==> src/rtl/dac_serializer.sv <==
// dac_serializer: latches one 24-bit filtered sample per frame and shifts it out
// as mono I2S (same sample on left and right), MSB first with a one-slot delay.
module dac_serializer #(
    parameter int unsigned BCLK_DIV   = 4,
    parameter int unsigned FRAME_BITS = 32
) (
    input  logic        Clock,
    input  logic        Reset,
    input  logic        Enable,
    input  logic [23:0] WaveIn,
    output logic        SampleReq,
    output logic        BClk,
    output logic        LRClk,
    output logic        SData
);

    localparam int unsigned SAMPLE_W = 24;
    localparam int unsigned SLOTS    = 2 * FRAME_BITS;
    localparam int unsigned HALF_DIV = BCLK_DIV / 2;
    localparam int unsigned DIV_W    = (BCLK_DIV > 2) ? $clog2(BCLK_DIV) : 1;
    localparam int unsigned SLOT_W   = $clog2(SLOTS);
    localparam int unsigned IDX_W    = $clog2(SAMPLE_W);

    typedef enum logic {
        IDLE = 1'b0,
        RUN  = 1'b1
    } stateT;

    stateT                state;
    logic [DIV_W-1:0]     divCnt;
    logic [SLOT_W-1:0]    slotCnt;
    logic [SAMPLE_W-1:0]  shadow;

    logic                 divLast;
    logic                 frameLast;
    logic [DIV_W-1:0]     nextDiv;
    logic [SLOT_W-1:0]    nextSlot;
    logic [SLOT_W-1:0]    chanSlot;
    logic                 nextLR;
    logic                 slotBit;

    // Next divider/slot position and the serial bit belonging to the upcoming slot
    always_comb begin
        divLast   = 1'b0;
        frameLast = 1'b0;
        nextDiv   = '0;
        nextSlot  = slotCnt;
        chanSlot  = '0;
        nextLR    = 1'b0;
        slotBit   = 1'b0;

        divLast   = (divCnt == DIV_W'(BCLK_DIV - 1));
        frameLast = divLast && (slotCnt == SLOT_W'(SLOTS - 1));
        nextDiv   = divLast ? '0 : divCnt + DIV_W'(1);

        if (frameLast) begin
            nextSlot = '0;
        end else if (divLast) begin
            nextSlot = slotCnt + SLOT_W'(1);
        end

        nextLR   = (nextSlot >= SLOT_W'(FRAME_BITS));
        chanSlot = nextLR ? nextSlot - SLOT_W'(FRAME_BITS) : nextSlot;

        // Channel slot k carries shadow[24-k] for k = 1..24; slot 0 and the tail are zero pad
        if ((chanSlot >= SLOT_W'(1)) && (chanSlot <= SLOT_W'(SAMPLE_W))) begin
            slotBit = shadow[IDX_W'(SLOT_W'(SAMPLE_W) - chanSlot)];
        end
    end

    // Framing state machine with registered serial outputs
    always_ff @(posedge Clock or negedge Reset) begin
        if (!Reset) begin
            state     <= IDLE;
            divCnt    <= '0;
            slotCnt   <= '0;
            shadow    <= '0;
            SampleReq <= 1'b0;
            BClk      <= 1'b0;
            LRClk     <= 1'b0;
            SData     <= 1'b0;
        end else begin
            SampleReq <= 1'b0;
            case (state)
                IDLE: begin
                    divCnt  <= '0;
                    slotCnt <= '0;
                    BClk    <= 1'b0;
                    LRClk   <= 1'b0;
                    SData   <= 1'b0;
                    if (Enable) begin
                        // Start slot 0 immediately with a fresh sample
                        state     <= RUN;
                        shadow    <= WaveIn;
                        SampleReq <= 1'b1;
                    end
                end

                RUN: begin
                    if (frameLast && !Enable) begin
                        // Frame completed with no run request: park instead of wrapping
                        state   <= IDLE;
                        divCnt  <= '0;
                        slotCnt <= '0;
                        BClk    <= 1'b0;
                        LRClk   <= 1'b0;
                        SData   <= 1'b0;
                    end else begin
                        divCnt  <= nextDiv;
                        slotCnt <= nextSlot;
                        BClk    <= (nextDiv >= DIV_W'(HALF_DIV));
                        if (divLast) begin
                            LRClk <= nextLR;
                            SData <= slotBit;
                        end
                        if (frameLast) begin
                            shadow    <= WaveIn;
                            SampleReq <= 1'b1;
                        end
                    end
                end

                default: begin
                    state <= IDLE;
                end
            endcase
        end
    end

endmodule
==> config.mk <==
export PLATFORM = sky130hd
export DESIGN_NAME = dac_serializer
export DESIGN_NICKNAME = d
export VERILOG_FILES = /design/src/rtl/dac_serializer.sv
export SDC_FILE = /design/constraint.sdc
export NUM_CORES = 1
export LEC_CHECK = 0
export ABC_AREA = 1
export CORE_UTILIZATION = 53
export DETAILED_ROUTE_END_ITERATION = 8
export HOLD_SLACK_MARGIN = 0.02
export PLACE_DENSITY = 0.81
export SETUP_SLACK_MARGIN = 0.3
export SYNTH_ARGS = -nofsm -noshare
export SYNTH_HDL_FRONTEND = slang
export SYNTH_SLANG_ARGS = --single-unit
==> constraint.sdc <==
create_clock -name Clock -period 2.58 [get_ports Clock]
set_clock_uncertainty 0.15 [all_clocks]
set_input_delay 0.516 -clock Clock [delete_from_list [all_inputs] [get_ports Clock]]
set_output_delay 0.516 -clock Clock [all_outputs]
set_load 0.02 [all_outputs]
# Word-level counts from Yosys, hierarchy flattened
# Index checks and enable logic that the tools add are counted.
[totals] regBits=37 latchBits=0 ram_bits=0 rom_bits=0 input_bits=27 out_inout_bits=4 elab_cells=58 n_memories=0
[classes] n_addsub=4 multipliers=0 div_mod_pow=0 order_cmp=5 n_eq_ne=6 n_shift=0 mux=29 bitwise_logic=1 n_reduce_logical=5
[op_table] operator="two-way mux 24 bit" n=3
[op_table] operator="case mux 24 bit (2 select lines)" n=1
[op_table] operator="two-way mux 6 bit" n=4
[op_table] operator="case mux 6 bit (2 select lines)" n=1
[op_table] operator="two-way mux 1 bit" n=11
[op_table] operator="case mux 1 bit (2 select lines)" n=5
[op_table] operator="adder 6 x 1 -> 6 bit, second input constant" n=1
[op_table] operator="equality test 6 bit, second input constant" n=1
[op_table] operator="greater-or-equal comparator 6 x 1 -> 1 bit, second input constant" n=1
[op_table] operator="greater-or-equal comparator 6 bit, second input constant" n=1
[op_table] operator="less-or-equal comparator 6 x 5 -> 1 bit, second input constant" n=1
[op_table] operator="less-than comparator 5 x 6 -> 1 bit, second input constant" n=1
[op_table] operator="subtractor 6 bit, second input constant" n=1
[op_table] operator="binary-select mux 1 bit (select 5 bit)" n=1
[op_table] operator="subtractor 5 bit, first input constant" n=1
[op_table] operator="two-way mux 2 bit" n=2
[op_table] operator="inequality test 2 bit, second input constant" n=2
[op_table] operator="case mux 2 bit (2 select lines)" n=1
[op_table] operator="logical AND 1 bit" n=3
[op_table] operator="inequality test 3 x 1 -> 1 bit, second input constant" n=1
[op_table] operator="AND reduction 3 bit" n=1
[op_table] operator="adder 2 x 1 -> 2 bit, second input constant" n=1
[op_table] operator="equality test 2 bit, second input constant" n=1
[op_table] operator="greater-or-equal comparator 2 bit, second input constant" n=1
[op_table] operator="3 further kinds" n=3

# Logic depth before layout (Yosys ltp)
# Gate-level depths: netlist (run 1).
[logic_depth] ltp_word=12 ltp_mapped=17 ltp_nobuf=16

# Least setup slack after synthesis (run 1)
# Ideal clock, no wire load.
[synth_path] kind="reg2reg" start="reg BClk (netlist name)" end="reg SData" setup_ns=0.117 t_arrival_ns=2.151 t_required_ns=2.313 setup_slack_ns=0.162 stages_incl_launch_ff=15 path_buffers=0 period_less_slack_ns=2.418 path_cell_list="dfrtp_1 -> ha_1 -> nor2_1 -> nor2_8 -> nand2_4 -> inv_2 -> ha_1 -> inv_1 -> nand3_1 -> nand3_1 -> nand3_1 -> nand2_1 -> inv_1 -> nand3_1 -> nand2_1"
[synth_rtl] element="to (signal assigned)" line="114" text="SData <= slotBit;"
[synth_rtl] element="to (decl)" line="14" text="output logic SData"

# Worst setup path after layout (run 1)
[layout_path] start="reg divCnt[0]" end="reg SData"
[layout_via] elab_chain_cells=12 word_cells_on_any_way=19 classes_between="add/sub (2); order compare (3); eq/ne (2); mux (9); reduce/logical (3)"
[layout_rtl] element="from (decl)" line="30" text="logic [DIV_W-1:0] divCnt;"
[layout_rtl] element="from (signal assigned)" line="109" text="divCnt <= nextDiv;"
[layout_rtl] element="equality test 2 bit (*)" line="52" text="divLast = (divCnt == DIV_W'(BCLK_DIV - 1));"
[layout_rtl] element="two-way mux 6 bit / logical AND 1 bit (equally long branches)" line="58, 53"
[layout_rtl] element="two-way mux 6 bit" line="56" text="if (frameLast) begin"
[layout_rtl] element="subtractor 6 bit / greater-or-equal comparator 6 bit (equally long branches)" line="63, 62"
[layout_rtl] element="two-way mux 6 bit" line="63" text="chanSlot = nextLR ? nextSlot - SLOT_W'(FRAME_BITS) : nextSlot;"
[layout_rtl] element="subtractor 5 bit" line="67" text="slotBit = shadow[IDX_W'(SLOT_W'(SAMPLE_W) - chanSlot)];"
[layout_rtl] element="binary-select mux 1 bit (select 5 bit)" line="67"
[layout_rtl] element="two-way mux 1 bit (implied by the code)" line="67"
[layout_rtl] element="two-way mux 1 bit" line="66" text="if ((chanSlot >= SLOT_W'(1)) && (chanSlot <= SLOT_W'(SAMPLE_W))) begin"
[layout_rtl] element="two-way mux 1 bit" line="112" text="if (divLast) begin"
[layout_rtl] element="two-way mux 1 bit" line="100" text="if (frameLast && !Enable) begin"
[layout_rtl] element="case mux 1 bit (2 select lines)" line="84" text="case (state)"
# Every way passes the cells marked *; elsewhere a longest branch is shown, timed or not. The select of a mux whose other input is x is not followed.
# A chain may end at the register's enable or synchronous reset.

==> results of run 1 <==
how the worst max path moves through the flow:
stage	end	start
after global routing	SData	divCnt[0]
after floorplan	SData	BClk
after CTS	SData	BClk
final	SData	divCnt[0]
after global placement	SData	BClk
after detailed placement	SData	BClk
flip-flops by register name, indices dropped and copies added, names as in the netlist:
signal	flops
slotCnt	6
SampleReq	1
SData	1
shadow	24
LRClk	1
state	1
BClk	1
divCnt	1
layout by cell type (no fill, tap or decap), drive strengths merged:
cell type / count
dfrtp: 36
o21bai: 1
clkbuf: 8
o21ai: 11
a21boi: 1
xnor2: 1
xor2: 3
ha: 4
clkdlybuf4s50: 30
inv: 29
nand3: 31
o211ai: 2
buf: 12
nand2: 96
nor2: 21
tightest hold or removal path: cells and delay by family (launching register included):
kind,cells,cell delay [ns]
DFF,1,0.36
and+or+nand+nor,2,0.10
power groups by stage:
stage	clock [mW]	combinational (mW)	sequential [mW]
2_1_floorplan	0	0.0267	0.604
3_3_place_gp	0	0.0858	0.606
3_5_place_dp	0	0.0869	0.606
4_1_cts	0.317	0.0874	0.595
5_1_grt	0.335	0.0972	0.597
6_report	0.307	0.0860	0.595
cell usage after synthesis, drive strengths merged:
cell	instances	area [um2]
dfrtp	36	900.9
nand2	96	377.9
o211ai	2	15.01
o21bai	1	7.510
ha	4	50.05
xnor2	1	8.760
buf	6	42.54
xor2	3	26.28
nor2	21	110.1
a21boi	1	7.510
o21ai	11	55.05
nand3	31	167.7
inv	29	108.9
area by class of cell:
| class | instances | area [um2] |
|---|---|---|
| clock buffers | 8 | 58.81 |
| fillers | 287 | 939.7 |
| inverters | 29 | 111.4 |
| multi-input cells | 171 | 890.9 |
| flip-flops and latches | 36 | 902.1 |
| well taps | 46 | 57.56 |
| repair buffers | 42 | 402.9 |
timing repair:
action | in CTS | in global routing
gates resized for setup | 5 | 9
pin swaps | 1 | 7
setup endpoints to repair | 1 | 1
hold endpoints to repair | 0 | 0
setup buffers | 1 | 8
per-stage QoR:
step           utilization [%]  total power [mW]  instances  hold slack, ns  cell area (um2)
2_1_floorplan                -            0.6312        242         0.07041             1884
3_3_place_gp             66.44            0.6916        315          0.2696             2235
3_5_place_dp             66.44            0.6928        315          0.2806             2235
4_1_cts                  68.94            0.9986        324          0.2947             2318
5_1_grt                  72.06             1.029        332          0.3689             2424
6_report                 72.06            0.9879        332          0.3314             2424
metal layers:
layer	wire length (um)	part of all wire, %	global-route usage, %
met3	123	3.4	5.672
met5	0	0	0
met1	1710	47	27.13
met2	1777	48	36.25
met4	56	1.5	7.619
logic make-up (layout without fill, tap and decap cells):
| family | Yosys count | in the layout |
|---|---|---|
| AOI/OAI and AO/OA | 15 | 15 |
| adders and majority gates | 4 | 4 |
| buffers and inverters | 35 | 79 |
| DFF | 36 | 36 |
| xor gates and xnor gates | 4 | 4 |
| and+or+nand+nor | 148 | 148 |
==> qor.csv, run 1 <==
stage,metric,value,unit
pwr,max-vdd-ir-drop,0.0003220,V
worst_setup_path,worstReg2RegEnd,SData,
sta,setup_viol,0,
worst_hold_path,min_to,shadow[6],
synth,syn_nets,273,
worst_setup_path,crit_type,register to register,
synth,synth_xor_xnor_area_share,1.865,%
flow_run,cap_violations,0,
grt,grt_pass1_wl,5940,um
worst_setup_path,crit_chain,"ha_4, nand2_4, nor2_4, nand2_8, nand2_4, ha_1, nand2_2, nand2_2, inv_1, nand3_1, nand3_1, nand2_1, inv_1, nand3_1, nand2_1",
floorplanning,io_pins,31,
sta,fin_crit,2.171,ns
worst_setup_path,r2r_cells,15,
synth,synth_seq_cells,36,
worst_setup_path,crit_path_max_incr_delay,0.41,ns
floorplanning,initial_core_util,55.84,%
route,drc,0,
pwr,switching_share,22.11,%
pwr,seqPwrFrac,60.2,%
route,vias,1599,
worst_setup_path,cp_top_family,simple AND/OR/NAND/NOR gates,
route,wl,3667,um
worst_setup_path,crit_slowest_cell,dfrtp_1,
grt,antenna_found_initial,0,
grt,grt_overflow,0,
worst_setup_path,rrSetupSlack,0.41,ns
sta,min_period_over_period,84.16,%
grt,grt_pass1_vias,1422,
worst_setup_path,end_kind,register,
floorplanning,std_cell_rows,21,
worst_hold_path,hp-start,shadow[6],
sta,rsz0062_at_grt,yes,
floorplanning,die_y,61.53,um
sta,tightest_slew,0.4505,ns
pwr,clkPwrFrac,31.1,%
pwr,power_switching,218.5,uW
sta,setup_ws,0.4087,ns
worst_setup_path,crit_fanout,6,
synth,yosys_warnings,0,
worst_setup_path,start_kind,register,
clock_tree,cts.clk_slew.worst_paths,0.10,ns
sta,max_freq,460.6,MHz
synth,ys_seq_area_share,47.97,%
sta,finalHoldViolations,0,
worst_setup_path,arrival,2.27,ns
worst_setup_path,timing.critical_path.buf_inv,2,
worst_setup_path,r2r-start,divCnt[0],
place,dpl.hpwl,2629,um
route,detail-route-antenna-nets,0,
clock_tree,cts_tree,built,
route,drt_iter0_drc,48,
grt,grt_max_degree,37,
pwr,p_int,769.4,uW
worst_setup_path,path_common_cell,nand3_1,
route,wl_per_cell,11.05,um
synth,synth_mux_area_share,0,%
pwr,powerDensity,407.6,mW/mm2
place,routabilityCongestion,0.9203,
clock_tree,root_buffer,clkbuf_4,
cells_and_area,area_delta_synth_final,29.05,%
pwr,combPwrFrac,8.7,%
synth,syn_inst,242,
worst_setup_path,crit_required,2.67,ns
place,port_buffers,30,
place,dpl_worst_slack,0.1386,ns
cells_and_area,nets,316,
cells_and_area,drive_gt1_share,13.29,%
floorplanning,die-area,0.003785,mm2
clock_tree,cts-buffers-inserted,5,
synth,synthAdderAreaFrac,2.665,%
cells_and_area,diodes,0,
grt,grtUsageTotal,21.66,%
clock_tree,cts_num_sinks,36,
synth,netlist_area,0.001878,mm2
worst_hold_path,hp-class,register to register,
synth,syn_avg_cell_area,7.761,um2
route,drt_pass1_iterations,4,
clock_tree,hold_buffers,0,
floorplanning,core,0.003363,mm2
floorplanning,die_w,61.53,um
sta,drv_slew,0,
sta,setup_tns,0,ns
synth,yosys.area_share.simple,34.91,%
pwr,p_leak,1.245,nW
route,drt-vias-per-instance,4.816,
outcome,status,completed,
worst_hold_path,hold-path-cell-count,2,
sta,relSlewSlack,69.97,%
clock_tree,clkLatencyLatePin,0.34,ns
synth,synth_top_family_by_area,simple AND/OR/NAND/NOR gates,
clock_tree,htreeDepth,2,
clock_tree,clk_path_buf_depth,2,
worst_setup_path,path_depth,15,
synth,synth.distinct_cells,20,
synth,synth_compound_area_share,4.530,%
Power figures use the tool's default switching activity.
==> run 2: changes to the inputs <==
- CORE_UTILIZATION: 53 -> 47
- PLACE_DENSITY: 0.81 -> 0.77
- clock period: 2.58 -> 1.9 ns (I/O delays scaled with it)
==> qor.csv, run 2 (synthesis results as in run 1) <==
stage,metric,value,unit
outcome,status,finished with violations,
outcome,violations,setup timing,
route,wl,4856,um
worst_setup_path,end_kind,register,
worst_setup_path,rrSetupSlack,-0.23,ns
pwr,powerDensity,521.5,mW/mm2
grt,grt_overflow,0,
sta,drv_slew,0,
cells_and_area,final_cell_mix,"nand2_1, dfrtp_1, clkdlybuf4s50_1",
pwr,fin_total_pwr,1.500,mW
cells_and_area,mostFrequentLayoutCell,nand2_1,
floorplanning,die_w,65.21,um
cells_and_area,area_delta_synth_final,53.16,%
route,drt-vias-per-instance,5.148,
worst_setup_path,crit_fanout,7,
place,dpl.hpwl,2901,um
clock_tree,cts-buffers-inserted,5,
grt,antenna_found_initial,0,
clock_tree,clk_path_buf_depth,2,
sta,setup_tns,-3.509,ns
sta,rsz0062_at_grt,yes,
cells_and_area,largest_register,shadow,
clock_tree,root_buffer,clkbuf_8,
clock_tree,cts_tree,built,
cells_and_area,drive_gt1_share,32.34,%
cells_and_area,nets,333,
route,wl_per_cell,13.83,um
worst_setup_path,start_kind,register,
route,drt_pass1_iterations,4,
flow_run,cap_violations,0,
pwr,max-vdd-ir-drop,0.0004676,V
cells_and_area,largest_reg_flops,24,
sta,finalHoldViolations,0,
floorplanning,initial_core_util,50.17,%
floorplanning,die-area,0.004252,mm2
worst_setup_path,crit_required,1.94,ns
clock_tree,cts_num_sinks,36,
route,wl_met1,1945,um
grt,grt_max_degree,37,
sta,setup_viol,26,
place,port_buffers,30,
floorplanning,std_cell_rows,22,
route,top_layer,met4,
clock_tree,hold_buffers,0,
cells_and_area,fin_util,76.84,%
floorplanning,die_y,65.21,um
cells_and_area,diodes,0,
clock_tree,cts.clk_slew.worst_paths,0.07,ns
route,vias,1807,
route,drc,0,
clock_tree,htreeDepth,2,
floorplanning,io_pins,31,
grt,grtUsageTotal,23.03,%
grt,grt_pass1_vias,1729,
sta,fin_crit,2.128,ns
cells_and_area,final.fill_count,278,
place,routabilityCongestion,0.8486,
sta,tightest_slew,0.2868,ns
sta,relSlewSlack,80.86,%
worst_setup_path,arrival,2.17,ns
route,drt_iter0_drc,97,
worst_hold_path,hp-class,input port to asynchronous set/reset pin,
route,wl_met2,2605,um
sta,setup_ws,-0.2284,ns
route,detail-route-antenna-nets,0,
grt,grt_pass1_wl,7334,um
worst_setup_path,worstReg2RegEnd,SData,
floorplanning,core,0.003744,mm2
sta,max_freq,469.8,MHz
route,met3_length,164,um
pwr,p_leak,1.461,nW
worst_setup_path,r2r_cells,12,
worst_setup_path,crit_type,register to register,
clock_tree,clkLatencyLatePin,0.30,ns
worst_setup_path,r2r-start,divCnt[0],
sta,min_period_over_period,112.0,%
cells_and_area,top_regs,"shadow (24), slotCnt (6)",
run 2: area by class of cell:
class                   instances  area, um2  area share, %
inverters                      29      123.9          4.306
flip-flops and latches         36      902.1          31.36
multi-input cells             171       1051          36.54
well taps                      48      60.06          2.088
clock buffers                   8      90.09          3.132
repair buffers                 59      649.4          22.58
run 2: power by group:
| part | switching [mW] | internal, mW | leakage, nW |
|---|---|---|---|
| Combinational | 0.0562 | 0.0732 | 0.980 |
| Sequential | 0.0148 | 0.796 | 0.435 |
| Clock | 0.264 | 0.295 | 0.0455 |
| Total | 0.335 | 1.16 | 1.46 |
run 2: how the worst max path moves through the flow:
stage                     startpoint    end  slack [ns]
after floorplan                 BClk  SData       -0.19
after global placement     divCnt[0]  SData       -0.12
after detailed placement   divCnt[0]  SData       -0.18
after CTS                  divCnt[0]  SData       -0.14
after global routing       divCnt[0]  SData       -0.31
final                      divCnt[0]  SData       -0.23
run 2: timing repair:
item	in CTS	in global routing
endpoints found under the setup margin	33	32
resized for setup	33	36
hold endpoints to repair	0	0
setup buffers	8	1
gates cloned	1	3
pin swaps	12	17
run 2: through the flow:
step | instance area, um2 | hold slack [ns] | worst slack (ns) | std cells
3_5_place_dp | 2412 | 0.3105 | -0.1846 | 330
3_3_place_gp | 2412 | 0.3074 | -0.1171 | 330
5_1_grt | 2877 | 0.3263 | -0.3098 | 351
6_report | 2877 | 0.3050 | -0.2284 | 351
4_1_cts | 2680 | 0.3160 | -0.1378 | 347
2_1_floorplan | 1968 | -0.06559 | -0.1932 | 242
run 2: worst max-delay path, stage by stage (launching register included):
cell and delay (ns):
dfrtp_1 0.40, ha_4 0.22, nand2_4 0.07, nor2_4 0.11, nand2_4 0.08, nand2_4 0.10
inv_4 0.05, ha_4 0.33, o211ai_1 0.13, nand3_1 0.10, nand3_1 0.12, nand3_2 0.09
nand2_2 0.05
run 2: metal layers:
metal	vias up	track usage [%]
li1	871	-
met1	865	27.85
met2	55	39.43
met3	16	5.035
met4	0	9.511
met5	-	0
